**src/rtl/swd_pkg.sv**
```systemverilog
// rtl/swd_pkg.sv - shared acks, FSM states and request/response records for swd_xfer_ctrl
package swd_pkg;

    localparam logic [2:0] ACK_OK    = 3'b001;
    localparam logic [2:0] ACK_WAIT  = 3'b010;
    localparam logic [2:0] ACK_FAULT = 3'b100;

    localparam int RSP_RETRY_W = 16;

    typedef enum logic [2:0] {
        ST_IDLE,
        ST_LAUNCH,
        ST_RUN,
        ST_EVAL,
        ST_RESP
    } swd_state_e;

    typedef struct packed {
        logic [1:0]  addr32;
        logic        rnw;
        logic        apndp;
        logic [31:0] wdata;
    } swd_req_t;

    typedef struct packed {
        logic [2:0]             ack;
        logic [31:0]            data;
        logic                   perr;
        logic [RSP_RETRY_W-1:0] retries;
    } swd_rsp_t;

    // Read data and parity are only meaningful for a read that completed OK.
    function automatic swd_rsp_t make_rsp(
        input logic                   rnw,
        input logic [2:0]             ack,
        input logic [31:0]            dread,
        input logic                   perr,
        input logic [RSP_RETRY_W-1:0] retries
    );
        swd_rsp_t r;
        r.ack     = ack;
        r.data    = (rnw && ack == ACK_OK) ? dread : 32'h0;
        r.perr    = (rnw && ack == ACK_OK) ? perr : 1'b0;
        r.retries = retries;
        return r;
    endfunction

endpackage

```
**src/rtl/swd_xfer_ctrl.sv**
```systemverilog
// rtl/swd_xfer_ctrl.sv - SWD transfer controller with WAIT retry; SWD_MATCH_EN adds read poll-until-match
module swd_xfer_ctrl
    import swd_pkg::*;
#(
    parameter int RETRY_W = 16
) (
    input  logic               clk,
    input  logic               rst,
    input  logic               req_valid,
    output logic               req_ready,
    input  logic [1:0]         req_addr32,
    input  logic               req_rnw,
    input  logic               req_apndp,
    input  logic [31:0]        req_wdata,
    input  logic [RETRY_W-1:0] wait_retry,
    output logic               rsp_valid,
    input  logic               rsp_ready,
    output logic [2:0]         rsp_ack,
    output logic [31:0]        rsp_data,
    output logic               rsp_perr,
    output logic [RETRY_W-1:0] rsp_retries,
`ifdef SWD_MATCH_EN
    input  logic               req_match,
    input  logic [31:0]        match_mask,
    input  logic [31:0]        match_value,
    input  logic [RETRY_W-1:0] match_retry,
    output logic               rsp_mismatch,
`endif
    output logic               go,
    input  logic               idle,
    output logic [1:0]         addr32,
    output logic               rnw,
    output logic               apndp,
    output logic [31:0]        dwrite,
    input  logic [2:0]         ack,
    input  logic [31:0]        dread,
    input  logic               perr
);

    swd_state_e         r_state;
    swd_state_e         w_state_nxt;
    swd_req_t           r_req;
    swd_rsp_t           r_rsp;
    logic               r_rsp_valid;
    logic               r_go;
    logic [RETRY_W-1:0] r_retry_cnt;
    logic               w_accept;
    logic               w_wait_retry;
    logic               w_match_retry;
    logic               w_relaunch;

    assign req_ready    = !rst && (r_state == ST_IDLE) && idle;
    assign w_accept     = req_valid && req_ready;
    assign w_wait_retry = (ack == ACK_WAIT) && (r_retry_cnt < wait_retry);

`ifdef SWD_MATCH_EN
    logic               r_match;
    logic [RETRY_W-1:0] r_match_cnt;
    logic               r_rsp_mismatch;
    logic               w_mismatch;

    assign w_mismatch    = r_match && r_req.rnw && (ack == ACK_OK) &&
                           ((dread & match_mask) != match_value);
    assign w_match_retry = w_mismatch && (r_match_cnt < match_retry);
    assign rsp_mismatch  = r_rsp_mismatch;
`else
    assign w_match_retry = 1'b0;
`endif

    assign w_relaunch = w_wait_retry || w_match_retry;

    always_ff @(posedge clk) begin
        if (rst) begin
            r_state <= ST_IDLE;
        end else begin
            r_state <= w_state_nxt;
        end
    end

    always_comb begin
        w_state_nxt = r_state;
        case (r_state)
            ST_IDLE:   if (w_accept)  w_state_nxt = ST_LAUNCH;
            ST_LAUNCH: if (!idle)     w_state_nxt = ST_RUN;
            ST_RUN:    if (idle)      w_state_nxt = ST_EVAL;
            ST_EVAL:   w_state_nxt = w_relaunch ? ST_LAUNCH : ST_RESP;
            ST_RESP:   if (rsp_ready) w_state_nxt = ST_IDLE;
            default:   w_state_nxt = ST_IDLE;
        endcase
    end

    // go is a registered decode of the next state, so it falls on the edge that sees idle low.
    always_ff @(posedge clk) begin
        if (rst) begin
            r_go        <= 1'b0;
            r_req       <= '0;
            r_rsp       <= '0;
            r_rsp_valid <= 1'b0;
            r_retry_cnt <= '0;
`ifdef SWD_MATCH_EN
            r_match        <= 1'b0;
            r_match_cnt    <= '0;
            r_rsp_mismatch <= 1'b0;
`endif
        end else begin
            r_go <= (w_state_nxt == ST_LAUNCH);
            if (w_accept) begin
                r_req <= '{addr32: req_addr32, rnw: req_rnw,
                           apndp: req_apndp, wdata: req_wdata};
                r_retry_cnt <= '0;
`ifdef SWD_MATCH_EN
                r_match     <= req_match;
                r_match_cnt <= '0;
`endif
            end
            if (r_state == ST_EVAL) begin
                if (w_wait_retry) begin
                    r_retry_cnt <= (&r_retry_cnt) ? r_retry_cnt : r_retry_cnt + RETRY_W'(1);
                end
`ifdef SWD_MATCH_EN
                else if (w_match_retry) begin
                    r_match_cnt <= (&r_match_cnt) ? r_match_cnt : r_match_cnt + RETRY_W'(1);
                    r_retry_cnt <= '0;
                end
`endif
                else begin
                    r_rsp       <= make_rsp(r_req.rnw, ack, dread, perr,
                                            RSP_RETRY_W'(r_retry_cnt));
                    r_rsp_valid <= 1'b1;
`ifdef SWD_MATCH_EN
                    r_rsp_mismatch <= w_mismatch;
`endif
                end
            end
            if (r_state == ST_RESP && rsp_ready) begin
                r_rsp_valid <= 1'b0;
            end
        end
    end

    assign go          = r_go;
    assign addr32      = r_req.addr32;
    assign rnw         = r_req.rnw;
    assign apndp       = r_req.apndp;
    assign dwrite      = r_req.wdata;
    assign rsp_valid   = r_rsp_valid;
    assign rsp_ack     = r_rsp.ack;
    assign rsp_data    = r_rsp.data;
    assign rsp_perr    = r_rsp.perr;
    assign rsp_retries = RETRY_W'(r_rsp.retries);

endmodule

```
**config.mk**
```make
export PLATFORM = sky130hd
export DESIGN_NAME = swd_xfer_ctrl
export DESIGN_NICKNAME = d
export VERILOG_FILES = /design/src/rtl/swd_pkg.sv /design/src/rtl/swd_xfer_ctrl.sv
export SDC_FILE = /design/constraint.sdc
export NUM_CORES = 1
export LEC_CHECK = 0
export CORE_MARGIN = 4
export CORE_UTILIZATION = 47
export CTS_BUF_LIST = sky130_fd_sc_hd__clkbuf_2
export DETAILED_ROUTE_END_ITERATION = 16
export PLACE_DENSITY = 0.86
export SLEW_MARGIN = 20
export SYNTH_ARGS = -nofsm -noshare
export SYNTH_HDL_FRONTEND = slang
export SYNTH_SLANG_ARGS = --single-unit
```
**constraint.sdc**
```tcl
create_clock -name clk -period 2.7 [get_ports clk]
set_input_delay 0.54 -clock clk [delete_from_list [all_inputs] [get_ports clk]]
set_output_delay 0.54 -clock clk [all_outputs]
set_load 0.01 [all_outputs]
```
; ---- Yosys cells after proc, flatten, opt, wreduce, memory -nomap -nowiden
; Cells that the tools add are included.
[totals]
reg_bits = 109
out_inout_bits = 91
inputBits = 93
wordCells = 46
[classes]
addsub = 1
n_reduce_logical = 11
n_mux = 12
order_cmp = 1
n_bitwise = 1
n_eq_ne = 8
[op_table]
columns = operator, n
row1 = $mux W16, 4
row2 = $mux W32, 1
row3 = $add A16 B1 Y16 const B, 1
row4 = $lt A16 B16 Y1, 1
row5 = $reduce_and A16 Y1, 1
row6 = $mux W3, 5
row7 = $pmux W3 S5, 1
row8 = $eq A3 B1 Y1 const B, 3
row9 = $eq A3 B2 Y1 const B, 3
row10 = $logic_and A1 B1 Y1, 6
row11 = $eq A3 B3 Y1 const B, 1
row12 = $logic_not A3 Y1, 1
row13 = $ne A3 B3 Y1 const B, 1
row14 = $reduce_and A2 Y1, 1
row15 = $reduce_or A2 Y1, 1
row16 = $logic_not A1 Y1, 1
row17 = $mux W1, 1
row18 = $not A1 Y1, 1

; ---- Logic depth before layout (Yosys ltp)
; Gate-level depths: netlist of the first run.
[logic_depth]
ltp_word = 7
ltp_mapped = 9
mapped_depth_nobuf = 7

; ---- Worst setup path after synthesis of the first run
; OpenSTA, ideal clock, no wires.
[synth_path]
path_type = in2reg
from = input wait_retry[13]
to = register r_retry_cnt[11]
t_arrival_ns = 2.237
path_stages = 7
path_buffers = 0
path_slack_ns = 0.342
setup_ns = 0.121
t_required_ns = 2.579
path_cell_list = inv_1 -> ha_1 -> a211oi_1 -> o211ai_2 -> a41o_1 -> nor4b_1 -> mux2_2
[synth_between]
elab_chain_cells = 4
word_cells_on_any_way = 5
cone_classes = order compare: 1 / eq/ne: 1 / mux: 2 / reduce/logical: 1
[synth_rtl]
columns = element, line
row1 = "start, declared", swd_xfer_ctrl.sv:15  ; input logic [RETRY_W-1:0] wait_retry,
row2 = $lt A16 B16 Y1 (*), swd_xfer_ctrl.sv:54  ; assign w_wait_retry = (ack == ACK_WAIT) && (r_retry_cnt < wait_retry);
row3 = $logic_and A1 B1 Y1 (*), swd_xfer_ctrl.sv:54
row4 = $mux W16, swd_xfer_ctrl.sv:117  ; if (w_wait_retry) begin
row5 = $mux W16, swd_xfer_ctrl.sv:116  ; if (r_state == ST_EVAL) begin
row6 = "end signal, assigned", swd_xfer_ctrl.sv:118  ; r_retry_cnt <= (&r_retry_cnt) ? r_retry_cnt : r_retry_cnt + RETRY_W'(1);
row7 = "end, declared", swd_xfer_ctrl.sv:46  ; logic [RETRY_W-1:0] r_retry_cnt;
; Every way passes the cells marked *; elsewhere a longest branch is shown, timed or not.
; A chain may end at the register's enable or synchronous reset.

; ---- Worst setup path in the final report of the first run
[layout_path]
from = register r_state[0]
to = output req_ready
[layout_between]
elab_chain_cells = 3
[layout_rtl]
columns = element, line
row1 = "start, declared", swd_xfer_ctrl.sv:40  ; swd_state_e r_state;
row2 = "start signal, assigned", swd_xfer_ctrl.sv:76  ; r_state <= w_state_nxt;
row3 = $logic_not A3 Y1, swd_xfer_ctrl.sv:52  ; assign req_ready = !rst && (r_state == ST_IDLE) && idle;
row4 = $logic_and A1 B1 Y1 (2 in a row), swd_xfer_ctrl.sv:52
row5 = "end, declared", swd_xfer_ctrl.sv:10  ; output logic req_ready,
; Every way passes these cells.

==> results.yml, run 1 <==
run_status:
  status: "complete, no violations"
die:
  dieArea_mm2: 0.0127
  rows: 37
  initial_core_util: 0.491
  die_h_um: 113
  io_pins: 184
  die_w_um: 113
  core_area_mm2: 0.0105
logic_synthesis:
  synthMuxAreaShare: 0.127
  ys_warn_count: 0
  synth-edff-count: 0
  synth-xor-area-share: 0.00170
  yosysUniqueCellTypes: 49
  syn_nets: 690
  synth_top_family_by_area: "simple AND/OR/NAND/NOR gates"
  synthAdderAreaFrac: 0.0388
  synthArstFlopShare: 0
  synth_flop_cell: "dfxtp_1"
  syn-cell-area_mm2: 0.00516
  synth-compound-area-share: 0.0830
  postSynthCellCount: 581
  avgSynthCellArea_um2: 8.88
  synthSimpleGateAreaFrac: 0.277
  synth-seq-cells: 109
  ys_seq_area_frac: 0.423
critical_path:
  slowest_delay_ps: 410
  crit_path_top_delay_cell: "dfxtp_2"
  critPathRequiredTime_ps: 2160
  arrival_ps: 1960
  cp_num_buf_inv: 2
  crit_chain: "nor4b_1 > buf_4 > nor2b_1 > dlygate4sd2_1"
  crit_path_max_fanout: 5
  crit_type: "register to output port"
  critPathTopFamily: "simple AND/OR/NAND/NOR gates"
  cp-end-kind: "output port"
  start_kind: "register"
detailed_routing:
  via_count: 4736
  via_per_inst: 5.22
  drt-total-wl_um: 14400
  final_antenna_net_count: 0
  drcViolationCount: 0
  drt_pass1_iterations: 4
  drtIter0Drc: 248
  post_drt_wl_per_cell_um: 15.8
final_layout:
  fin_area_mm2: 0.00733
  layout_common_cells: "clkdlybuf4s50_1, nand2_1, dfxtp_1, nand2b_1, mux2i_1"
  layout_commonest_cell: "clkdlybuf4s50_1"
  drive_above_1_share: 0.0792
  final_nets: 876
  fin_cells: 907
  areaGrowthSynthToFinish_pct: 42.2
  fin_util: 0.698
clocking:
  cts_buffers: 9
  cts-root-buf: "clkbuf_2"
  clk_pin_slew_ps: 270
  htreeDepth: 3
  clock-sinks: 109
  cts.path.max_buffers: 2
  clock_latency_ps: 600
  cts_tree: "done"
power:
  power.share.switching: 0.247
  seqPwrFrac: 0.633
  switchingPower_uw: 643
  ir_drop_mv: 0.374
  p_comb_frac: 0.131
  intPower_uw: 1960
  pwr-share-clk: 0.236
  powerDensity_mw_per_mm2: 355
  leakage_uw: 0.00278
sta:
  tightest_slew_ps: 674
  max_freq_mhz: 400
  slew_viol_final: 0
  setup_viol: 0
  tns_ps: 0
  fin_crit_sh: 0.926
  final_hold_viol_count: 0
  slew_headroom: 0.551
  rsz0062_at_grt: "no"
  finalCriticalPeriod_ps: 2500
  finClkSkew_ps: 22.9
  hold_ws_ps: 440
run:
  maxCapViolCount: 0
global_routing:
  overflow: 0
  antenna_found_initial: 1
  grt_pass1_vias: 4900
  grt_max_degree: 57
  grt_usage: 0.228
  grt_pass1_wl_um: 23500
placement:
  gp_congestion: 0.899
  dp.final_hpwl_um: 10900
  dp_cells: 892
  port_buffers: 183
  post_dp_cell_area_mm2: 0.00726
min_path:
  min_path_type: "input pin to register"
==> cells in the mapped netlist, types with 2 or more instances <==
cell type / n / share of area
nor2_1: 12 / 0.0087
nand2_1: 124 / 0.090
mux2_2: 2 / 0.0044
inv_1: 17 / 0.012
nor4b_1: 3 / 0.0051
nand2b_1: 79 / 0.096
buf_6: 6 / 0.013
buf_2: 5 / 0.0049
clkbuf_1: 23 / 0.017
o21bai_1: 2 / 0.0029
nor4b_2: 3 / 0.0087
nor4_1: 8 / 0.0097
nand3_1: 9 / 0.0087
nor4_2: 3 / 0.0073
o21ai_0: 4 / 0.0039
a31oi_1: 3 / 0.0036
buf_4: 2 / 0.0029
mux2i_1: 63 / 0.12
or4_1: 2 / 0.0029
nor3_1: 4 / 0.0039
o31ai_1: 3 / 0.0044
dfxtp_1: 109 / 0.42
and4_1: 2 / 0.0034
a21oi_1: 45 / 0.044
ha_1: 16 / 0.039
nand4_1: 9 / 0.011
==> registers in the layout, indices dropped and copies added, names as in the netlist <==
| register | cells |
|---|---|
| dwrite | 32 |
| rsp_data | 32 |
| r_retry_cnt | 16 |
| rsp_retries | 16 |
| r_state | 3 |
| rsp_ack | 3 |
| addr32 | 2 |
| apndp | 1 |
| go | 1 |
| rnw | 1 |
| rsp_perr | 1 |
| rsp_valid | 1 |
==> final cells by class <==
| type | instances | area (um^2) |
|---|---|---|
| well taps | 136 | 170 |
| inverters | 17 | 63.8 |
| clock inverters | 3 | 15.0 |
| multi-input cells | 419 | 2740 |
| fillers | 788 | 3170 |
| repair buffers | 211 | 2100 |
| flip-flops and latches | 109 | 2180 |
| diodes | 1 | 2.50 |
| clock buffers | 11 | 55.1 |
==> final timing paths <==
| check | start | endpoint | slack, ps | depth (start not counted) |
|---|---|---|---|---|
| setup / recovery | r_state[0] | req_ready | 200 | 4 |
| hold / removal | req_wdata[5] | dwrite[5] | 440 | 3 |
| setup reg to reg | r_retry_cnt[14] | r_retry_cnt[1] | 340 | 7 |
| hold reg to reg | dwrite[15] | dwrite[15] | 470 | 2 |
==> worst min-delay path, delay by kind of cell <==
family                 cells  cell delay, ps
buffers and inverters      1             400
AOI/OAI and AO/OA          1              50
and+or+nand+nor            1              50
==> what timing repair did <==
item	CTS	global route
resized for setup	3	0
hold buffers	0	0
setup endpoints to repair	1	0
setup buffers	0	0
==> power groups by stage <==
stage	logic [uW]	clock network (uW)	registers [uW]
after floorplan	114	0	1680
after global placement	333	0	1670
after detailed placement	341	0	1680
after CTS	343	650	1650
after global routing	368	710	1650
final	341	614	1650
==> logic make-up after synthesis <==
kind of cell,count (synthesis)
adders and majority gates,16
muxes,65
DFF,109
buffers and inverters,53
xor gates and xnor gates,1
AOI/OAI and AO/OA,68
and+or+nand+nor,269
==> metal layers <==
| layer | part of all wire | vias up | GRT usage |
|---|---|---|---|
| met3 | 0.082 | 31 | 0.0738 |
| li1 | - | 2333 | - |
| met2 | 0.50 | 170 | 0.400 |
| met5 | 0 | - | 0 |
| met4 | 0.027 | 0 | 0.0994 |
| met1 | 0.39 | 2202 | 0.251 |
==> through the flow <==
stage | power, uW | setup WS [ps]
2_1_floorplan | 1800 | 342
3_5_place_dp | 2020 | -309
3_3_place_gp | 2010 | -195
4_1_cts | 2640 | 126
5_1_grt | 2730 | 99.8
6_report | 2600 | 200
No activity file was read; power rests on OpenSTA's default activity.
==> inputs of run 2 (changes only) <==
Clock period 2.7 ns to 2.4 ns, I/O delays scaled along.
==> run 2 against run 1 <==
  * Die area is the same
  * Hold slack worse by 120 ps
  * Routed wire length up 1.8%
  * Critical path depth increased by 5
  * Flip-flop and latch count unchanged
  * Global-route usage shrank 0.10 points
  * Via count increased by 1.6%
  * Clock skew up 6.1 ps
  * Core utilization increased by 1.3 points
  * Cell count rose by 1.8%
  * First-iteration DRC count is 5.2% higher
  * Sequential share of layout area is 0.46 points lower
==> results.yml, run 2 (synthesis results as in run 1) <==
power:
  powerDensity_mw_per_mm2: 397
  power_uw: 2970
  ir_drop_mv: 0.309
  leakage_uw: 0.00287
clocking:
  clock_latency_ps: 560
  cts.path.max_buffers: 2
  cts-root-buf: "clkbuf_2"
  clock-sinks: 109
  cts_tree: "done"
  clk_pin_slew_ps: 270
  hold_buffers: 0
  cts_buffers: 9
  htreeDepth: 3
sta:
  finalCriticalPeriod_ps: 2270
  hold_ws_ps: 318
  setup_viol: 0
  slew_headroom: 0.604
  fin_crit_sh: 0.945
  finClkSkew_ps: 29.0
  tightest_slew_ps: 593
  max_freq_mhz: 441
  final_hold_viol_count: 0
  rsz0062_at_grt: "no"
  setup_slack_ps: 133
  slew_viol_final: 0
die:
  io_pins: 184
  initial_core_util: 0.491
  dieArea_mm2: 0.0127
  die_w_um: 113
  rows: 37
  die_h_um: 113
  core_area_mm2: 0.0105
critical_path:
  start_kind: "input pin"
  crit_chain: "clkdlybuf4s50_1 > inv_1 > ha_1 > a211oi_2 > o211ai_2 > a41o_1 > buf_12 > or4b_1 > a21oi_1"
  critPathRequiredTime_ps: 2910
  crit_path_top_delay_cell: "clkdlybuf4s50_1"
  arrival_ps: 2780
  slowest_delay_ps: 480
  crit_path_max_fanout: 10
  cp_num_buf_inv: 3
  crit_type: "input pin to register"
  cp-end-kind: "register"
  critPathTopFamily: "compound AO/OA/AOI/OAI gates"
global_routing:
  overflow: 0
  grt_pass1_vias: 4922
  grt_max_degree: 64
  antenna_found_initial: 1
  grt_pass1_wl_um: 23700
  grt_usage: 0.227
final_layout:
  layout_commonest_cell: "clkdlybuf4s50_1"
  fin_area_mm2: 0.00748
  areaGrowthSynthToFinish_pct: 45.0
  final_nets: 890
  layout_common_cells: "clkdlybuf4s50_1, nand2_1, dfxtp_1, nand2b_1, mux2i_1"
  drive_above_1_share: 0.106
detailed_routing:
  via_count: 4813
  drtIter0Drc: 261
  drcViolationCount: 0
  post_drt_wl_per_cell_um: 15.8
  drt_pass1_iterations: 5
  final_antenna_net_count: 0
  via_per_inst: 5.21
  drt-total-wl_um: 14600
placement:
  dp_slack_ps: -563
  dp.final_hpwl_um: 11200
  post_dp_cell_area_mm2: 0.00735
  port_buffers: 183
  gp_congestion: 0.889
run_status:
  status: "complete, no violations"
min_path:
  min_path_type: "input pin to register"
run:
  maxCapViolCount: 0
run 2: stage by stage:
step | utilization | cells | setup TNS [ps]
after floorplan | - | 581 | 0
after global placement | 0.700 | 906 | -27490
after detailed placement | 0.700 | 906 | -32380
after CTS | 0.709 | 922 | 0
after global routing | 0.711 | 923 | 0
final | 0.711 | 923 | 0
run 2: what timing repair did:
action,4_1_cts,5_1_grt
setup buffers,0,0
setup endpoints to repair,1,55
resized for setup,6,10
pin swaps,0,1
run 2: power breakdown:
group,leakage [uW],total [uW],switching [uW],internal (uW)
combinational,0.00193,392,148,244
clock,0.0000596,724,578,146
sequential,0.000883,1850,14.3,1840
run 2: final cells by class:
class / instances / area [um^2]
Antenna cell: 1 / 2.50
Fill cell: 795 / 3030
Clock buffer: 12 / 60.1
Clock inverter: 4 / 25.0
Multi-Input combinational cell: 419 / 2770
Sequential cell: 109 / 2190
Tap cell: 136 / 170
Timing Repair Buffer: 225 / 2190
Inverter: 17 / 63.8
run 2: worst register-to-register path, cell delays in order (launching register included):
cell and delay [ps]:
dfxtp_4 430, ha_1 310, a21oi_1 160, o21ai_0 160
o21ba_4 320, o31ai_4 300, buf_12 280, mux2i_1 260
run 2: path summary, 6_finish.rpt:
path | startpoint | end | slack (ps) | cells past startpoint
setup / recovery | wait_retry[13] | r_retry_cnt[1] | 130 | 9
hold / removal | rst | r_retry_cnt[15] | 320 | 4
setup reg to reg | r_retry_cnt[11] | rsp_data[3] | 140 | 7
hold reg to reg | dwrite[3] | dwrite[3] | 470 | 2
run 2: layer usage:
metal,GRT usage,part of all wire,vias up
met3,0.0824,0.082,25
li1,-,-,2368
met4,0.0793,0.022,0
met5,0,0,-
met2,0.395,0.51,161
met1,0.256,0.39,2259
==> inputs of run 3 (changes only) <==
Settings changed: CAP_MARGIN from default to 0, CORE_UTILIZATION 47 to 26, PLACE_DENSITY 0.86 to 0.54, SETUP_SLACK_MARGIN from default to 0.15.
==> run 3 against run 2 <==
  * Combinational power is 3% higher
  * Global-route usage is 9.0 points lower
  * Clock power is 12% higher
  * Routed wire length is 6.4% higher
  * Final area is 5.4% higher
  * Hold slack worse by 110 ps
  * Flip-flop and latch count stayed put
  * Cell count is 15% higher
  * Non-clock buffer count is 10 higher
  * Critical endpoint unchanged
  * Largest power group unchanged
==> results.yml, run 3 (synthesis results as in run 1) <==
placement:
  post_dp_cell_area_mm2: 0.00758
  dp.final_hpwl_um: 11500
  gp_congestion: 0.836
  dp_cells: 1038
  port_buffers: 183
min_path:
  min_path_type: "input pin to register"
power:
  leakage_uw: 0.00295
  powerDensity_mw_per_mm2: 389
  ir_drop_mv: 0.321
  power_uw: 3060
final_layout:
  fin_util: 0.405
  fin_cells: 1060
  fin_area_mm2: 0.00788
  diodes: 0
  final_nets: 900
  seqCellArea_mm2: 0.00221
  multi_input_area_mm2: 0.00285
  layout_commonest_cell: "clkdlybuf4s50_1"
  fillers: 1988
  drive_above_1_share: 0.135
  layout_common_cells: "clkdlybuf4s50_1, nand2_1, dfxtp_1, nand2b_1, mux2i_1"
  areaGrowthSynthToFinish_pct: 52.7
critical_path:
  critPathRequiredTime_ps: 2980
  crit_chain: "clkdlybuf4s50_1 > inv_1 > ha_4 > a211oi_2 > o211ai_2 > a41o_1 > buf_12 > or4b_1 > a21oi_1"
  crit_type: "input pin to register"
  setup.worst_path.start: "wait_retry[13]"
  r2r_slack_ps: 210
  slowest_delay_ps: 460
  crit_path_top_delay_cell: "or4b_1"
  cp_num_buf_inv: 3
  r2r-start: "r_retry_cnt[13]"
  cp-end-kind: "register"
  cp.depth: 9
  arrival_ps: 2780
  start_kind: "input pin"
  critPathTopFamily: "compound AO/OA/AOI/OAI gates"
  endpoint: "r_retry_cnt[1]"
  crit_path_max_fanout: 12
  rr_worst_depth: 7
  timing.rr.end: "r_retry_cnt[1]"
sta:
  rsz0062_at_grt: "yes"
  slew_viol_final: 0
  max_freq_mhz: 453
  setup_viol: 0
  final_hold_viol_count: 0
  fin_crit_sh: 0.919
  tightest_slew_ps: 521
  hold_ws_ps: 206
  finalCriticalPeriod_ps: 2210
  finClkSkew_ps: 39.7
  slew_headroom: 0.650
global_routing:
  grt_pass1_vias: 4591
  grt_usage: 0.137
  overflow: 0
  grt_pass1_wl_um: 24200
  grt_max_degree: 56
  antenna_found_initial: 0
detailed_routing:
  drtIter0Drc: 172
  post_drt_wl_per_cell_um: 14.7
  drt-total-wl_um: 15600
  via_per_inst: 4.43
  drt_pass1_iterations: 4
  drcViolationCount: 0
  final_antenna_net_count: 0
  via_count: 4697
clocking:
  cts_tree: "done"
  clock-sinks: 109
  cts_buffers: 9
  htreeDepth: 3
  clk_pin_slew_ps: 300
  cts-root-buf: "clkbuf_2"
  cts.path.max_buffers: 2
  hold_buffers: 0
  clock_latency_ps: 620
die:
  core_area_mm2: 0.0195
  die_w_um: 149
  rows: 51
  die_h_um: 149
  dieArea_mm2: 0.0222
  io_pins: 184
  initial_core_util: 0.265
run:
  maxCapViolCount: 0
run_status:
  status: "complete, no violations"
==> run 3: cell types whose count changed in the layout (fill, tap and decap cells not counted), moves of 2 or more <==
cell,change
buf_12,+3
buf_4,+6
clkbuf_2,-3
dfxtp_1,-7
dfxtp_2,+5
dfxtp_4,+2
ha_1,-2
ha_4,+2
nor4_1,-2
==> run 3: metal layers <==
layer / vias to the layer above / track usage / share of wire
li1: 2389 / - / -
met1: 2169 / 0.162 / 0.43
met2: 127 / 0.230 / 0.47
met3: 12 / 0.0608 / 0.089
met4: 0 / 0.0297 / 0.010
met5: - / 0 / 0
==> run 3: cell type report <==
type | instances | area share
clock buffer | 9 | 0.00572
inverter | 17 | 0.00810
tap | 265 | 0.0421
timing repair buffer | 235 | 0.296
clock inverter | 6 | 0.00619
sequential | 109 | 0.280
multi-input combinational | 419 | 0.362
==> run 3: how the worst min path moves through the flow <==
stage                     from               to  slack (ps)  cells past startpoint
6_report                   rst   r_retry_cnt[0]         210                      3
5_1_grt                    rst   r_retry_cnt[1]         130                      3
4_1_cts                    rst   r_retry_cnt[1]         130                      3
3_5_place_dp        dwrite[27]       dwrite[27]         450                      2
3_3_place_gp         dwrite[2]        dwrite[2]         440                      2
2_1_floorplan  r_retry_cnt[13]  r_retry_cnt[13]         470                      2
==> run 3: through the flow <==
step | setup TNS, ps | setup WS, ps
detailed placement | -30250 | -524
finish | 0 | 194
floorplan | 0 | 139
global route | 0 | 146
CTS | 0 | 158
global placement | -30190 | -502
==> run 3: report_power, final <==
| part | internal (uW) | switching [uW] |
|---|---|---|
| Combinational | 251 | 152 |
| Sequential | 1840 | 11.4 |
| Clock | 144 | 665 |
==> run 3: worst min-delay path, stage by stage <==
cell	delay (ps)
buf_4	160
nand2b_1	150
a21oi_1	40
==> run 3: repair_timing <==
item | 4_1_cts | 5_1_grt
hold endpoints to repair | 0 | 0
pin swaps | 4 | 5
setup endpoints to repair | 26 | 44
gates resized for setup | 21 | 17
buffers inserted | 4 | 3
